**config.mk**
```make
export PLATFORM = sky130hd
export DESIGN_NAME = perf_counter_bank
export DESIGN_NICKNAME = d
export VERILOG_FILES = /design/src/rtl/perf_pkg.sv /design/src/rtl/perf_counter_ch.sv /design/src/rtl/perf_counter_bank.sv
export SDC_FILE = /design/constraint.sdc
export NUM_CORES = 1
export LEC_CHECK = 0
export ABC_AREA = 1
export CORE_AREA = 2 2 168 252
export DETAILED_ROUTE_END_ITERATION = 16
export DIE_AREA = 0 0 170 254
export PLACE_DENSITY_LB_ADDON = 0.3
export SLEW_MARGIN = 20
export SYNTH_ARGS = -nofsm -noshare
export SYNTH_HDL_FRONTEND = slang
export SYNTH_HIERARCHICAL = 1
export SYNTH_SLANG_ARGS = --single-unit
```
**constraint.sdc**
```tcl
create_clock -name clk -period 1.4 [get_ports clk]
set_input_delay 0.28 -clock clk [delete_from_list [all_inputs] [get_ports clk]]
set_output_delay 0.28 -clock clk [all_outputs]
set_load 0.01 [all_outputs]
```
**src/rtl/perf_pkg.sv**
```systemverilog
// perf_pkg: shared state encoding, default sizes and all-ones helper for the perf counter bank
package perf_pkg;
  typedef enum logic {ST_RUN = 1'b0, ST_FROZEN = 1'b1} state_e;
  localparam int DEF_CNT_W = 32;
  localparam int DEF_NUM_CH = 4;
  localparam int MAX_W = 64;
  // all-ones mask of width w (w <= MAX_W), right-aligned in a MAX_W vector
  function automatic logic [MAX_W-1:0] all_ones(input int unsigned w);
    return {MAX_W{1'b1}} >> (MAX_W - w);
  endfunction
endpackage

```
**src/rtl/perf_counter_ch.sv**
```systemverilog
// perf_counter_ch: one event counter with sticky overflow flag and snapshot shadow
// Ports: clk, rst (sync, active-high); count_en_i increments by one; clr_i zeroes counter and
// overflow; snap_i copies the pre-update counter into shadow_o; ovf_o sticky overflow flag.
// PERF_SATURATE_EN: when defined the counter holds at all-ones instead of wrapping.
module perf_counter_ch
  import perf_pkg::*;
#(
  parameter int CNT_W = DEF_CNT_W
) (
  input  logic             clk,
  input  logic             rst,
  input  logic             count_en_i,
  input  logic             clr_i,
  input  logic             snap_i,
  output logic [CNT_W-1:0] shadow_o,
  output logic             ovf_o
);
  localparam logic [CNT_W-1:0] ONES = CNT_W'(all_ones(CNT_W));
  logic [CNT_W-1:0] cnt_q, cnt_d, shadow_q, shadow_d;
  logic             ovf_q, ovf_d, hit;
  assign hit = count_en_i && (cnt_q == ONES);
  always_comb begin
`ifdef PERF_SATURATE_EN
    cnt_d = clr_i ? '0 : (count_en_i && !hit) ? cnt_q + 1'b1 : cnt_q;
`else
    cnt_d = clr_i ? '0 : count_en_i ? cnt_q + 1'b1 : cnt_q;
`endif
    ovf_d = clr_i ? 1'b0 : ovf_q | hit;
    shadow_d = snap_i ? cnt_q : shadow_q;
  end
  always_ff @(posedge clk) begin
    if (rst) begin
      cnt_q <= '0;
      ovf_q <= 1'b0;
      shadow_q <= '0;
    end else begin
      cnt_q <= cnt_d;
      ovf_q <= ovf_d;
      shadow_q <= shadow_d;
    end
  end
  assign shadow_o = shadow_q;
  assign ovf_o = ovf_q;
endmodule

```
**src/rtl/perf_counter_bank.sv**
```systemverilog
// perf_counter_bank: NUM_CH event counters with halt-freeze, clear, snapshot and registered read-back
// Ports: clk, rst (sync, active-high); halt_i freezes counting; clr_i clears counters/ovf and
// unfreezes; event_i per-channel increment strobes; snap_i captures counters into shadows;
// sel_i shadow select; rd_data_o registered shadow[sel_i]; ovf_o sticky overflow; frozen_o state.
// PERF_SATURATE_EN: counters saturate at all-ones instead of wrapping.
module perf_counter_bank
  import perf_pkg::*;
#(
  parameter int NUM_CH = DEF_NUM_CH,
  parameter int CNT_W  = DEF_CNT_W,
  parameter int SEL_W  = 2
) (
  input  logic              clk,
  input  logic              rst,
  input  logic              halt_i,
  input  logic              clr_i,
  input  logic [NUM_CH-1:0] event_i,
  input  logic              snap_i,
  input  logic [SEL_W-1:0]  sel_i,
  output logic [CNT_W-1:0]  rd_data_o,
  output logic [NUM_CH-1:0] ovf_o,
  output logic              frozen_o
);
  state_e           state_q, state_d;
  logic [CNT_W-1:0] rd_data_q, rd_data_d;
  // padded to the full select range so out-of-range selects read zero
  logic [CNT_W-1:0] shadow [2**SEL_W];
  always_comb begin
    state_d = clr_i ? ST_RUN : halt_i ? ST_FROZEN : state_q;
    rd_data_d = shadow[sel_i];
  end
  always_ff @(posedge clk) begin
    if (rst) begin
      state_q <= ST_RUN;
      rd_data_q <= '0;
    end else begin
      state_q <= state_d;
      rd_data_q <= rd_data_d;
    end
  end
  for (genvar i = 0; i < NUM_CH; i++) begin : g_ch
    perf_counter_ch #(.CNT_W(CNT_W)) u_ch (
      .clk        (clk),
      .rst        (rst),
      .count_en_i (event_i[i] && (state_q == ST_RUN)),
      .clr_i      (clr_i),
      .snap_i     (snap_i),
      .shadow_o   (shadow[i]),
      .ovf_o      (ovf_o[i])
    );
  end
  for (genvar i = NUM_CH; i < 2**SEL_W; i++) begin : g_pad
    assign shadow[i] = '0;
  end
  assign rd_data_o = rd_data_q;
  assign frozen_o = (state_q == ST_FROZEN);
endmodule

```
; ---- Word level (Yosys, flattened, before mapping)
; Cells that the tools add are included.
[word_totals]
reg_bits = 293
input_bits = 11
output_inout_bits = 37
wordCells = 41
[op_classes]
add_sub_neg = 4
magnitude_cmp = 1
n_eq_ne = 4
n_mux = 3
n_bitwise = 6
n_reduce_logical = 9
[op_table]
columns = operator, count
row1 = 32-bit by 1-bit adder with 32-bit output (second input constant), 4
row2 = 32-bit equality test (second input constant), 4
row3 = 32-bit binary-select mux with 2-bit select, 1
row4 = 32-bit two-way mux, 2
row5 = 1-bit logical AND, 8
row6 = 1-bit bitwise OR, 4
row7 = 3-bit >= comparator (second input constant), 1
row8 = 2-bit inverter with 3-bit output, 1
row9 = 2-bit OR reduction, 1
row10 = 1-bit inverter, 1

; ---- Logic depth before layout (Yosys ltp)
[logic_depth]
ltp_word = 4
depth_mapped = 10
depth_no_buf = 10

; ---- Modules after synthesis
; The synthesis kept the hierarchy.
[modules_own_cells]
columns = module, instances, cells_each, area_per_inst_um2, seq_area_each_um2
row1 = perf_counter_ch, 4, 407, 2907.8, 1301.2
row2 = perf_counter_bank, 1, 421, 2558.7, 660.6

; ---- Least setup slack after synthesis
; No wires, ideal clock.
[synth_timing]
path_kind = flip-flop to flip-flop
startpoint = register state_q (netlist: frozen_o)
endpoint = register g_ch[0].u_ch.cnt_q[24]
setup_ns = 0.113
arrival_time_ns = 1.238
required_ns = 1.287
slack_ns = 0.049
stages_incl_launch_ff = 9
n_path_buf = 0
period_less_slack_ns = 1.351
path_cell_list = dfxtp_1 nor2_1 nand2_1 nor2_1 nand2_4 nor2_8 nand3_2 nor2_1 nor2_1
[synth_between]
elab_chain_len = 2
[synth_rtl]
columns = item, line_no
row1 = from (decl), perf_counter_bank.sv:24  ; state_e state_q, state_d;
row2 = from (signal assigned), perf_counter_bank.sv:37  ; state_q <= state_d;
row3 = 1-bit inverter, perf_counter_bank.sv:45  ; .count_en_i (event_i[i] && (state_q == ST_RUN)),
row4 = 1-bit logical AND, perf_counter_bank.sv:45
row5 = to (signal assigned), perf_counter_ch.sv:37  ; cnt_q <= cnt_d;
row6 = to (decl), perf_counter_ch.sv:19  ; logic [CNT_W-1:0] cnt_q, cnt_d, shadow_q, shadow_d;
; Every way passes these cells.
; A chain may end at the register's enable or synchronous reset.

; ---- Worst setup path in the final report
[layout_timing]
startpoint = register state_q (netlist: frozen_o)
endpoint = register g_ch[1].u_ch.cnt_q[21]
[layout_between]
elab_chain_len = 2
[layout_rtl]
columns = item, line_no
row1 = 1-bit inverter, perf_counter_bank.sv:45
row2 = 1-bit logical AND, perf_counter_bank.sv:45
row3 = to (signal assigned), perf_counter_ch.sv:37
row4 = to (decl), perf_counter_ch.sv:19
; Every way passes these cells.

==> metrics <==
Final Hold Vio Count 0; largest stage delay on the critical path 330 ps; first drt pass iteration count 7; Chip Width 170 µm; DRT iter0 DRCs 824; nets@finish 2230; syn nets 2064; net switching power 4370 µW; Clock Path Buffers 3; Startpoint Class flip-flop; grt total ovfl 0; CTS tree done; fin cells 2748; Starting Density 34.6%; area delta synth->final 27.2%; ant diodes 0; Gate Count Post-Synth 2049; Synthesis Warnings 6; CP endpoint kind flip-flop; Lkg Pwr 0.00707 µW; net switching fraction of the power 23.5%; Tcrit/Tclk final 112%; Routed WL 42700 µm; CTS Root Cell clkbuf_16; largest cells by area after synthesis dfxtp_1 (41%), nand2_1 (13%), nor2_1 (7.9%), inv_1 (7.3%), a21oi_1 (4.4%); most common cell after layout, fill and taps aside nand2_1; Top delay family on crit path simple AND/OR/NAND/NOR gates; Pwr per Cell Area 1030 nW/µm²; Synth async-reset ratio 0%; initial antenna violation count 0; Port-buffer cells 47; gpl congestion 0.923; Syn Area/Cell 6.93 µm²; crit-path cells buf_12 > nor2_4 > buf_6 > buf_4 > buf_6 > nand3_4 > nor2_4 > nand2_1 > nand2_1 > nand2_1 > nor2_1; number of synthesized flops with an enable pin 0; crit path max-delay cell type dfxtp_2; fin crit period 1570 ps; CTS buffer count 29; DR vias 13200; Chip Height 254 µm; clock power share 46.4%; Post-DP HPWL 31400 µm; CP dominant cell by count nand2_1; smallest hold slack 87.4 ps; measured slew at the worst slew-check pin 520 ps; Clock Sinks 293; post-synthesis sequential area ratio 41.3%; f_max 639 MHz; area of the die 43200 µm²; worst endpoint required time 1900 ps; Int Power 14200 µW; first-pass GRT wire length 66600 µm; status finished, violations left; cell area after synthesis 14200 µm²; failing checks setup timing; WP data arrival 2060 ps; total track usage 19.3%; fill count 4106; Yosys top cell area share 41.3%; wire per inst 15.5 µm; Max Cap Violations 0; H-tree depth 1; crit-path max FO 6; clk slew on worst S/H paths 70 ps; Comb pwr share 7.4%; Row Count 91; Reg area 5910 µm²; vias per inst 4.82; Synth Register Bits 293; worst setup path class reg2reg; Multi-input gate area 7500 µm²; most frequent cells in the layout nand2_1 (476), inv_1 (269), dfxtp_1 (261); synth unique cells 29; largest net degree at the start of global routing 83; Post-synth top flop dfxtp_1; layout cell share with drive strength beyond 1 26.2%; number of top-level pins 48; Final ANT Viol Nets 0; Worst Hold Class in2reg; maximum VDD drop 0.872 mV; final worst slack -165 ps; clock latency at the later pin of the worst-skew pair 580 ps; Slew Viols, Final 0; Inst Count DP 2652; DRC 0; Seq pwr share 46.2%; setup violators final 74; leading area contributor after synthesis dfxtp_1; vias in the first global route 12800; Max-slew headroom 65.3%; Buf/Inv on CP 4; RSZ-0062 raised after global routing true; Clock Skews 22.9 ps; Core ar. 41000 µm²
[cells by family (layout without fill, tap and decap cells)]
| kind of cell | after synthesis | in the layout | share of synthesized area, % |
|---|---|---|---|
| simple gates | 1110 | 1110 | 35.9 |
| xor+xnor | 8 | 8 | 0.494 |
| fa+ha+maj | 4 | 4 | 0.353 |
| buf+inv | 374 | 562 | 10.8 |
| compound gates | 260 | 260 | 11.1 |
| flops | 293 | 293 | 41.3 |
[cells in the mapped netlist (5+ instances only)]
cell type / count
a211oi_1: 76
a21oi_1: 124
a21oi_2: 20
and2_1: 8
buf_2: 24
buf_4: 5
buf_6: 10
clkbuf_1: 45
dfxtp_1: 293
inv_1: 276
inv_2: 13
nand2_1: 508
nand2_2: 32
nand2_4: 8
nand3_1: 124
nand3_2: 36
nand4_1: 16
nor2_1: 297
nor2_2: 28
nor2_4: 20
nor3_1: 25
o21ai_0: 36
[stage by stage]
stage                     power, µW  util, %  setup WS [ps]  area, µm²  setup TNS (ps)
after floorplan                9560        -           49.2      14200               0
after detailed placement      10100     39.0           -572      16000          -60670
final                         18600     44.0           -165      18100           -4620
after global routing          19200     44.0           -240      18100          -12800
after global placement        10100     39.0           -601      16000          -59440
after CTS                     18800     42.2           -151      17300           -3650
[repair_timing]
action | in CTS | in global routing
hold endpoints to repair | 2 | 0
endpoints found under the setup margin | 144 | 124
pin swaps | 34 | 68
hold buffers | 1 | 0
gates resized for setup | 215 | 191
buffers inserted | 12 | 35
[layout make-up]
cell class                      instances  area share, %
Sequential cell                       293           32.7
Clock buffer                           40           4.58
Inverter                              290           6.19
Tap cell                              511           3.54
Multi-Input combinational cell       1382           41.6
Clock inverter                         13           1.21
Timing Repair Buffer                  219           10.2
[metal layers]
layer | GRT usage [%] | routed length, µm | up-vias
met4 | 7.91 | 1550 | 0
met5 | 0 | 0 | -
met1 | 21.9 | 17100 | 6177
li1 | - | - | 6758
met3 | 1.93 | 1340 | 66
met2 | 36.5 | 22700 | 233
[state kept, by name (all words and copies together) (netlist names)]
signal	cells
g_ch.u_ch/shadow_o	128
frozen_o	1
rd_data_o	32
g_ch.u_ch/ovf_o	4
g_ch.u_ch/cnt_q	128
[worst paths after layout]
path	from	to	slack (ps)	cells past startpoint
max	frozen_o$_SDFFE_PP0P_	g_ch[1].u_ch/cnt_q[21]$_SDFFE_PP0P_	-170	11
min	snap_i	g_ch[1].u_ch/shadow_o[16]$_SDFFE_PP0P_	90	3
max reg2reg	frozen_o$_SDFFE_PP0P_	g_ch[1].u_ch/cnt_q[21]$_SDFFE_PP0P_	-170	11
min reg2reg	g_ch[0].u_ch/ovf_o$_SDFF_PP0_	g_ch[0].u_ch/ovf_o$_SDFF_PP0_	450	2
[power groups by stage]
stage          registers (µW)  logic, µW  clock network, µW
6_report                 8590       1380               8630
3_5_place_dp             8780       1340                  0
5_1_grt                  8610       1510               9100
2_1_floorplan            8790        772                  0
4_1_cts                  8600       1350               8830
3_3_place_gp             8780       1330                  0
[worst reg2reg max path, cell delays in order, from the launching register on]
cell and delay, ps:
dfxtp_2 330, buf_12 150, nor2_4 100, buf_6 110
buf_4 110, buf_6 110, nand3_4 110, nor2_4 190
nand2_1 80, nand2_1 70, nand2_1 50, nor2_1 80
No activity file was read; power rests on OpenSTA's default activity.
